[src/rtl/detect_pkg.sv]
// detect_pkg: shared state encoding, confidence width and default thresholds for the detect sequencer.
package detect_pkg;
  localparam int CONF_W = 5;
  localparam logic [CONF_W-1:0] DEF_CONF_THRESH = 5'd20;
  localparam logic [23:0] DEF_TIMEOUT_CYC = 24'd5_000_000;
  typedef enum logic [2:0] {IDLE, ARM, SKIP, START, RUN, LATCH} det_state_t;
endpackage

[src/rtl/detect_sequencer_if.sv]
// detect_sequencer_if: capture-block, mask-engine and result signals of the detect sequencer.
interface detect_sequencer_if;
  import detect_pkg::*;
  logic enable;
  logic dataready_async;
  logic mask_done;
  logic [CONF_W-1:0] confidence_in;
  logic cansend;
  logic mask_start;
  logic [CONF_W-1:0] confidence_out;
  logic face_found;
  logic result_valid;
  logic [7:0] frame_count;
  logic timeout_err;
  logic busy;
  modport slave (
    input enable, dataready_async, mask_done, confidence_in,
    output cansend, mask_start, confidence_out, face_found, result_valid, frame_count, timeout_err, busy
  );
  modport master (
    output enable, dataready_async, mask_done, confidence_in,
    input cansend, mask_start, confidence_out, face_found, result_valid, frame_count, timeout_err, busy
  );
endinterface

[src/rtl/detect_sequencer_sync_edge.sv]
// sync_edge: two-flop synchronizer with a third flop for rising-edge detection.
module sync_edge (
  input  logic CLK,
  input  logic RESET,
  input  logic i_async,
  output logic o_rise
);
  logic [2:0] r_sync;
  always_ff @(posedge CLK) r_sync <= RESET ? 3'd0 : {r_sync[1:0], i_async};
  assign o_rise = r_sync[1] & ~r_sync[2];
endmodule

[src/rtl/detect_sequencer.sv]
// detect_sequencer: arms on captured frames, runs the mask engine with a timeout and latches its score.
module detect_sequencer
  import detect_pkg::*;
#(
  parameter logic [CONF_W-1:0] CONF_THRESH = DEF_CONF_THRESH,
  parameter logic [23:0] TIMEOUT_CYC = DEF_TIMEOUT_CYC,
  parameter logic [2:0] FRAME_SKIP = 3'd0
) (
  input logic CLK,
  input logic RESET,
  detect_sequencer_if.slave bus
);
  det_state_t r_state;
  logic [2:0] r_skip;
  logic [23:0] r_cnt;
  logic [CONF_W-1:0] r_conf;
  logic r_face;
  logic [7:0] r_frames;
  logic r_timeout;
  logic w_rise;
  sync_edge u_sync (.CLK(CLK), .RESET(RESET), .i_async(bus.dataready_async), .o_rise(w_rise));
  always_ff @(posedge CLK) begin
    if (RESET) begin
      r_state <= IDLE;
      r_skip <= 3'd0;
      r_cnt <= 24'd0;
      r_conf <= '0;
      r_face <= 1'b0;
      r_frames <= 8'd0;
      r_timeout <= 1'b0;
    end else begin
      case (r_state)
        IDLE: if (bus.enable) r_state <= ARM;
        ARM:
          if (!bus.enable) r_state <= IDLE;
          else if (w_rise) begin
            r_skip <= (r_skip < FRAME_SKIP) ? r_skip + 3'd1 : 3'd0;
            r_state <= (r_skip < FRAME_SKIP) ? SKIP : START;
          end
        SKIP: r_state <= bus.enable ? ARM : IDLE;
        START: begin
          r_cnt <= 24'd0;
          r_state <= RUN;
        end
        RUN: begin
          r_cnt <= r_cnt + 24'd1;
          // the first RUN cycle (count 0) ignores a done left over from the previous job
          if (r_cnt != 24'd0 && bus.mask_done) r_state <= LATCH;
          else if (r_cnt == TIMEOUT_CYC - 24'd1) begin
            r_timeout <= 1'b1;
            r_state <= IDLE;
          end
        end
        LATCH: begin
          r_conf <= bus.confidence_in;
          r_face <= bus.confidence_in >= CONF_THRESH;
          r_frames <= r_frames + 8'd1;
          r_state <= bus.enable ? ARM : IDLE;
        end
        default: r_state <= IDLE;
      endcase
    end
  end
  assign bus.cansend = r_state == IDLE || r_state == ARM || r_state == SKIP;
  assign bus.mask_start = r_state == START;
  assign bus.result_valid = r_state == LATCH;
  assign bus.busy = r_state != IDLE;
  assign bus.confidence_out = r_conf;
  assign bus.face_found = r_face;
  assign bus.frame_count = r_frames;
  assign bus.timeout_err = r_timeout;
endmodule

[src/flat_wrapper.sv]
// flat-port wrapper written by rule: the top's interface ports become plain ports
module detect_sequencer_flat import detect_pkg::*;
#(
  parameter logic [CONF_W-1:0] CONF_THRESH = DEF_CONF_THRESH,
  parameter logic [23:0] TIMEOUT_CYC = DEF_TIMEOUT_CYC,
  parameter logic [2:0] FRAME_SKIP = 3'd0
)
  (CLK, RESET, bus_enable, bus_dataready_async, bus_mask_done, bus_confidence_in, bus_cansend, bus_mask_start, bus_confidence_out, bus_face_found, bus_result_valid, bus_frame_count, bus_timeout_err, bus_busy);
  detect_sequencer_if bus_i ();
  input logic CLK;
  input logic RESET;
  input wire logic [$bits(bus_i.enable)-1:0] bus_enable;
  input wire logic [$bits(bus_i.dataready_async)-1:0] bus_dataready_async;
  input wire logic [$bits(bus_i.mask_done)-1:0] bus_mask_done;
  input wire logic [$bits(bus_i.confidence_in)-1:0] bus_confidence_in;
  output wire logic [$bits(bus_i.cansend)-1:0] bus_cansend;
  output wire logic [$bits(bus_i.mask_start)-1:0] bus_mask_start;
  output wire logic [$bits(bus_i.confidence_out)-1:0] bus_confidence_out;
  output wire logic [$bits(bus_i.face_found)-1:0] bus_face_found;
  output wire logic [$bits(bus_i.result_valid)-1:0] bus_result_valid;
  output wire logic [$bits(bus_i.frame_count)-1:0] bus_frame_count;
  output wire logic [$bits(bus_i.timeout_err)-1:0] bus_timeout_err;
  output wire logic [$bits(bus_i.busy)-1:0] bus_busy;
  assign bus_i.enable = bus_enable;
  assign bus_i.dataready_async = bus_dataready_async;
  assign bus_i.mask_done = bus_mask_done;
  assign bus_i.confidence_in = bus_confidence_in;
  assign bus_cansend = bus_i.cansend;
  assign bus_mask_start = bus_i.mask_start;
  assign bus_confidence_out = bus_i.confidence_out;
  assign bus_face_found = bus_i.face_found;
  assign bus_result_valid = bus_i.result_valid;
  assign bus_frame_count = bus_i.frame_count;
  assign bus_timeout_err = bus_i.timeout_err;
  assign bus_busy = bus_i.busy;
  detect_sequencer #(.CONF_THRESH(CONF_THRESH), .TIMEOUT_CYC(TIMEOUT_CYC), .FRAME_SKIP(FRAME_SKIP)) u_core (.CLK(CLK), .RESET(RESET), .bus(bus_i));
endmodule
[config.mk]
export PLATFORM = sky130hd
export DESIGN_NAME = detect_sequencer_flat
export DESIGN_NICKNAME = d
export VERILOG_FILES = /design/src/rtl/detect_pkg.sv /design/src/rtl/detect_sequencer_if.sv /design/src/rtl/detect_sequencer_sync_edge.sv /design/src/rtl/detect_sequencer.sv /design/src/flat_wrapper.sv
export SDC_FILE = /design/constraint.sdc
export NUM_CORES = 1
export LEC_CHECK = 0
export CORE_AREA = 3 3 83 85
export CTS_CLUSTER_DIAMETER = 50
export DETAILED_ROUTE_END_ITERATION = 6
export DIE_AREA = 0 0 86 88
export GPL_ROUTABILITY_DRIVEN = 0
export PLACE_DENSITY_LB_ADDON = 0.1
export SLEW_MARGIN = 20
export SYNTH_ARGS = -nofsm -noshare
export SYNTH_HDL_FRONTEND = slang
export SYNTH_HIERARCHICAL = 1
export SYNTH_SLANG_ARGS = --single-unit
[constraint.sdc]
create_clock -name CLK -period 1.85 [get_ports CLK]
set_input_delay 0.4625 -clock CLK [delete_from_list [all_inputs] [get_ports CLK]]
set_output_delay 0.4625 -clock CLK [all_outputs]
set_load 0.005 [all_outputs]
==> flow_summary.toml <==
[detailed_routing]
drt_pre_antenna_iters = 4
post-route-drc-count = 0
viasPerCell = 5.116
totalWireLength_um = 5229
routed-via-count = 1980
drtIter0Drc = 103
routed_wire_length_per_instance_um = 13.51
drtAntennaViolNets = 0

[sta]
final-hold-violation-count = 0
timing.max_slew.rel_slack = 0.7873
report.final.slew_viol_count = 0
setup_viol = 0
max_freq_ghz = 0.5636
grt_setup_unrepaired = "true"
timing.final.crit_share = 0.9591
fin_ws_ns = 0.07563
worst-slew-pin-transition_ns = 0.3141
final.setup_skew_ns = 0.003097
post-route-min-period_ns = 1.774

[critical_path]
worst_ep_required_time_ns = 2.09
worstSetupStartpointType = "register"
cp.arrival_ns = 2.02
crit_path_end_kind = "register"
critical_path.max_fanout = 6
setup.worst_path.class = "reg -> reg"

[floorplan]
start_util = 0.3408
fp.dieH_um = 88
chipWidth_um = 86
std_cell_rows = 29
dieArea_um2 = 7568
floorplan.core_area_um2 = 6277
ports = 29

[logic_synthesis]
synth_async_reset_ratio = 0
post_synth_num_cell_types = 44
ffs_latches_synth = 45
synth_edf_count = 0
avgSynthCellArea_um2 = 8.261
postSynthCellCount = 259
syn_area_um2 = 2140
postSynthNetCount = 272
ys_warns = 6
synth_top_flop_cell = "sky130_fd_sc_hd__dfxtp_1"
sequential_share_of_the_synthesized_area = 0.4211

[placement]
io_buffer_count = 28
setup_slack_at_placement_ns = -0.02574
dp.final_hpwl_um = 3584
dpl_cell_area_um2 = 2659

[clock_network]
clk_latency_ns = 0.30
htree_levels = 2
clock_tree.root_cell = "sky130_fd_sc_hd__clkbuf_8"
tritoncts_sink_count = 45
clk_pin_slew_worst_paths_ns = 0.08
cts.hold.buffers_added = 0
numCtsBuffers = 5
clock_tree.buffer_depth = 2
cts_tree = "built"

[power]
power.density_cell_area_nw_per_um2 = 591.2
p_clk_frac = 0.375
power.net_switching_uw = 364.0
comb_power_share = 0.040
power.share.switching = 0.2185
share_seq_of_total_power = 0.585
power.ir.vdd_worst_uv = 353.7
p_leak_uw = 0.001060
power.internal_uw = 1302
power_uw = 1666

[grt]
grt_pass1_vias = 1917
gr-total-overflow = 0
grt_start_max_net_pins = 47
antenna_found_initial = 0
grt.total_usage = 0.1505
first_pass_grt_wire_length_um = 9018

[layout]
final_cell_mix = "sky130_fd_sc_hd__dfxtp_1 (41), sky130_fd_sc_hd__nor2_1 (36), sky130_fd_sc_hd__nand2_1 (31)"
layout.core_utilization = 0.4489
post-route-cell-area_um2 = 2818
nets = 323
post_route_cells_drive_above_1_share = 0.2129
mostFrequentLayoutCell = "sky130_fd_sc_hd__dfxtp_1"
area.growth.synth_to_final_pct = 31.70
filler_cells_inserted = 658
diodes = 0

[outcome]
status = "finished clean"

[flow_run]
max_cap_violations = 0

[worst_hold_path]
holdCritPathClass = "reg -> reg"
[final timing paths]
check,from,endpoint,slack [ns],cells past startpoint
max,u_core/r_cnt[2],u_core/bus.timeout_err,0.08,5
min reg2reg,u_core/u_sync/r_sync[0],u_core/u_sync/r_sync[1],0.44,1
min,u_core/u_sync/r_sync[0],u_core/u_sync/r_sync[1],0.44,1
max reg2reg,u_core/r_cnt[2],u_core/bus.timeout_err,0.08,5
[cell type report]
cell class / count / area, um^2 / area share
Sequential cell: 45 / 905.9 / 0.3215
Timing Repair Buffer: 57 / 506.7 / 0.1798
Clock buffer: 7 / 86.33 / 0.03064
Tap cell: 77 / 96.34 / 0.03419
Inverter: 6 / 22.52 / 0.007993
Multi-Input combinational cell: 195 / 1200 / 0.4258
[stage by stage]
stage | TNS, ns | hold slack [ns] | std cells
2_1_floorplan | -0.009091 | 0.4138 | 259
3_3_place_gp | 0 | 0.4222 | 377
3_5_place_dp | -0.02574 | 0.4248 | 377
4_1_cts | 0 | 0.4450 | 385
5_1_grt | -0.01618 | 0.4701 | 387
6_report | 0 | 0.4385 | 387
[logic make-up (layout without fill, tap and decap cells)]
logic type               Yosys count  count (layout)  share of synthesized area
AO/OA/AOI/OAI                     43              43                     0.1228
XOR/XNOR                           7               7                    0.02866
adder cells (fa/ha/maj)            3               3                    0.01755
buffers and inverters             19              70                    0.04269
flip-flops                        45              45                     0.4211
multiplexers                       9               9                    0.04679
AND/OR/NAND/NOR                  133             133                     0.3205
[synth_stat cells (2+ instances only)]
master                     count  share of area
sky130_fd_sc_hd__nor3_1        5          0.012
sky130_fd_sc_hd__nand4_1      10          0.029
sky130_fd_sc_hd__nor2_1       36          0.063
sky130_fd_sc_hd__o211ai_1      4          0.014
sky130_fd_sc_hd__xor2_1        6          0.025
sky130_fd_sc_hd__nand2_1      32          0.056
sky130_fd_sc_hd__or3_1         4          0.012
sky130_fd_sc_hd__nand4b_1      3          0.012
sky130_fd_sc_hd__nand3b_1      2         0.0070
sky130_fd_sc_hd__clkbuf_1      9          0.016
sky130_fd_sc_hd__or2_2         4          0.012
sky130_fd_sc_hd__o21ai_0       4         0.0094
sky130_fd_sc_hd__dfxtp_1      45           0.42
sky130_fd_sc_hd__and3_1        2         0.0058
sky130_fd_sc_hd__ha_1          3          0.018
sky130_fd_sc_hd__inv_1         6          0.011
sky130_fd_sc_hd__nor4_1        5          0.015
sky130_fd_sc_hd__nand3_1      17          0.040
sky130_fd_sc_hd__a21oi_1      24          0.056
sky130_fd_sc_hd__mux2_2        8          0.042
sky130_fd_sc_hd__a311oi_1      3          0.012
sky130_fd_sc_hd__buf_6         2          0.011
sky130_fd_sc_hd__or4_1         2         0.0070
sky130_fd_sc_hd__nor2b_1       3         0.0088
[repair_timing]
action	in CTS	in global routing
setup endpoints to repair	6	14
gates resized for setup	9	14
pin swaps	1	7
setup buffers	1	2
cloned	0	0
hold endpoints to repair	0	0
[sequential cells by signal, summed over array words and instances (netlist names)]
| name | cells |
|---|---|
| u_core/bus.confidence_out | 5 |
| u_core/bus.face_found | 1 |
| u_core/bus.frame_count | 8 |
| u_core/bus.timeout_err | 1 |
| u_core/r_cnt | 24 |
| u_core/r_state | 3 |
| u_core/u_sync/r_sync | 3 |
[power by group through the flow]
stage	registers [uW]	clock network, uW	logic, uW
after floorplan	996	0	29.5
after CTS	974	657	68.0
after global placement	997	0	67.8
after global routing	975	694	74.1
after detailed placement	997	0	68.3
final	974	625	67.2
[critical path, stage by stage (launching register included)]
cell and delay, ns:
sky130_fd_sc_hd__dfxtp_1 0.47, sky130_fd_sc_hd__nand2_4 0.10, sky130_fd_sc_hd__or4_4 0.55, sky130_fd_sc_hd__a211o_1 0.33, sky130_fd_sc_hd__o21ba_2 0.21, sky130_fd_sc_hd__nor2_1 0.07
[layer usage]
layer  global-route usage  share of wire  vias to the layer above
met5                    0              0                        -
met4              0.05180          0.012                        0
met3              0.03669          0.042                        6
met2               0.2565           0.47                       36
met1               0.1853           0.48                      921
li1                     -              -                     1017
No activity file was read; power rests on OpenSTA's default activity.
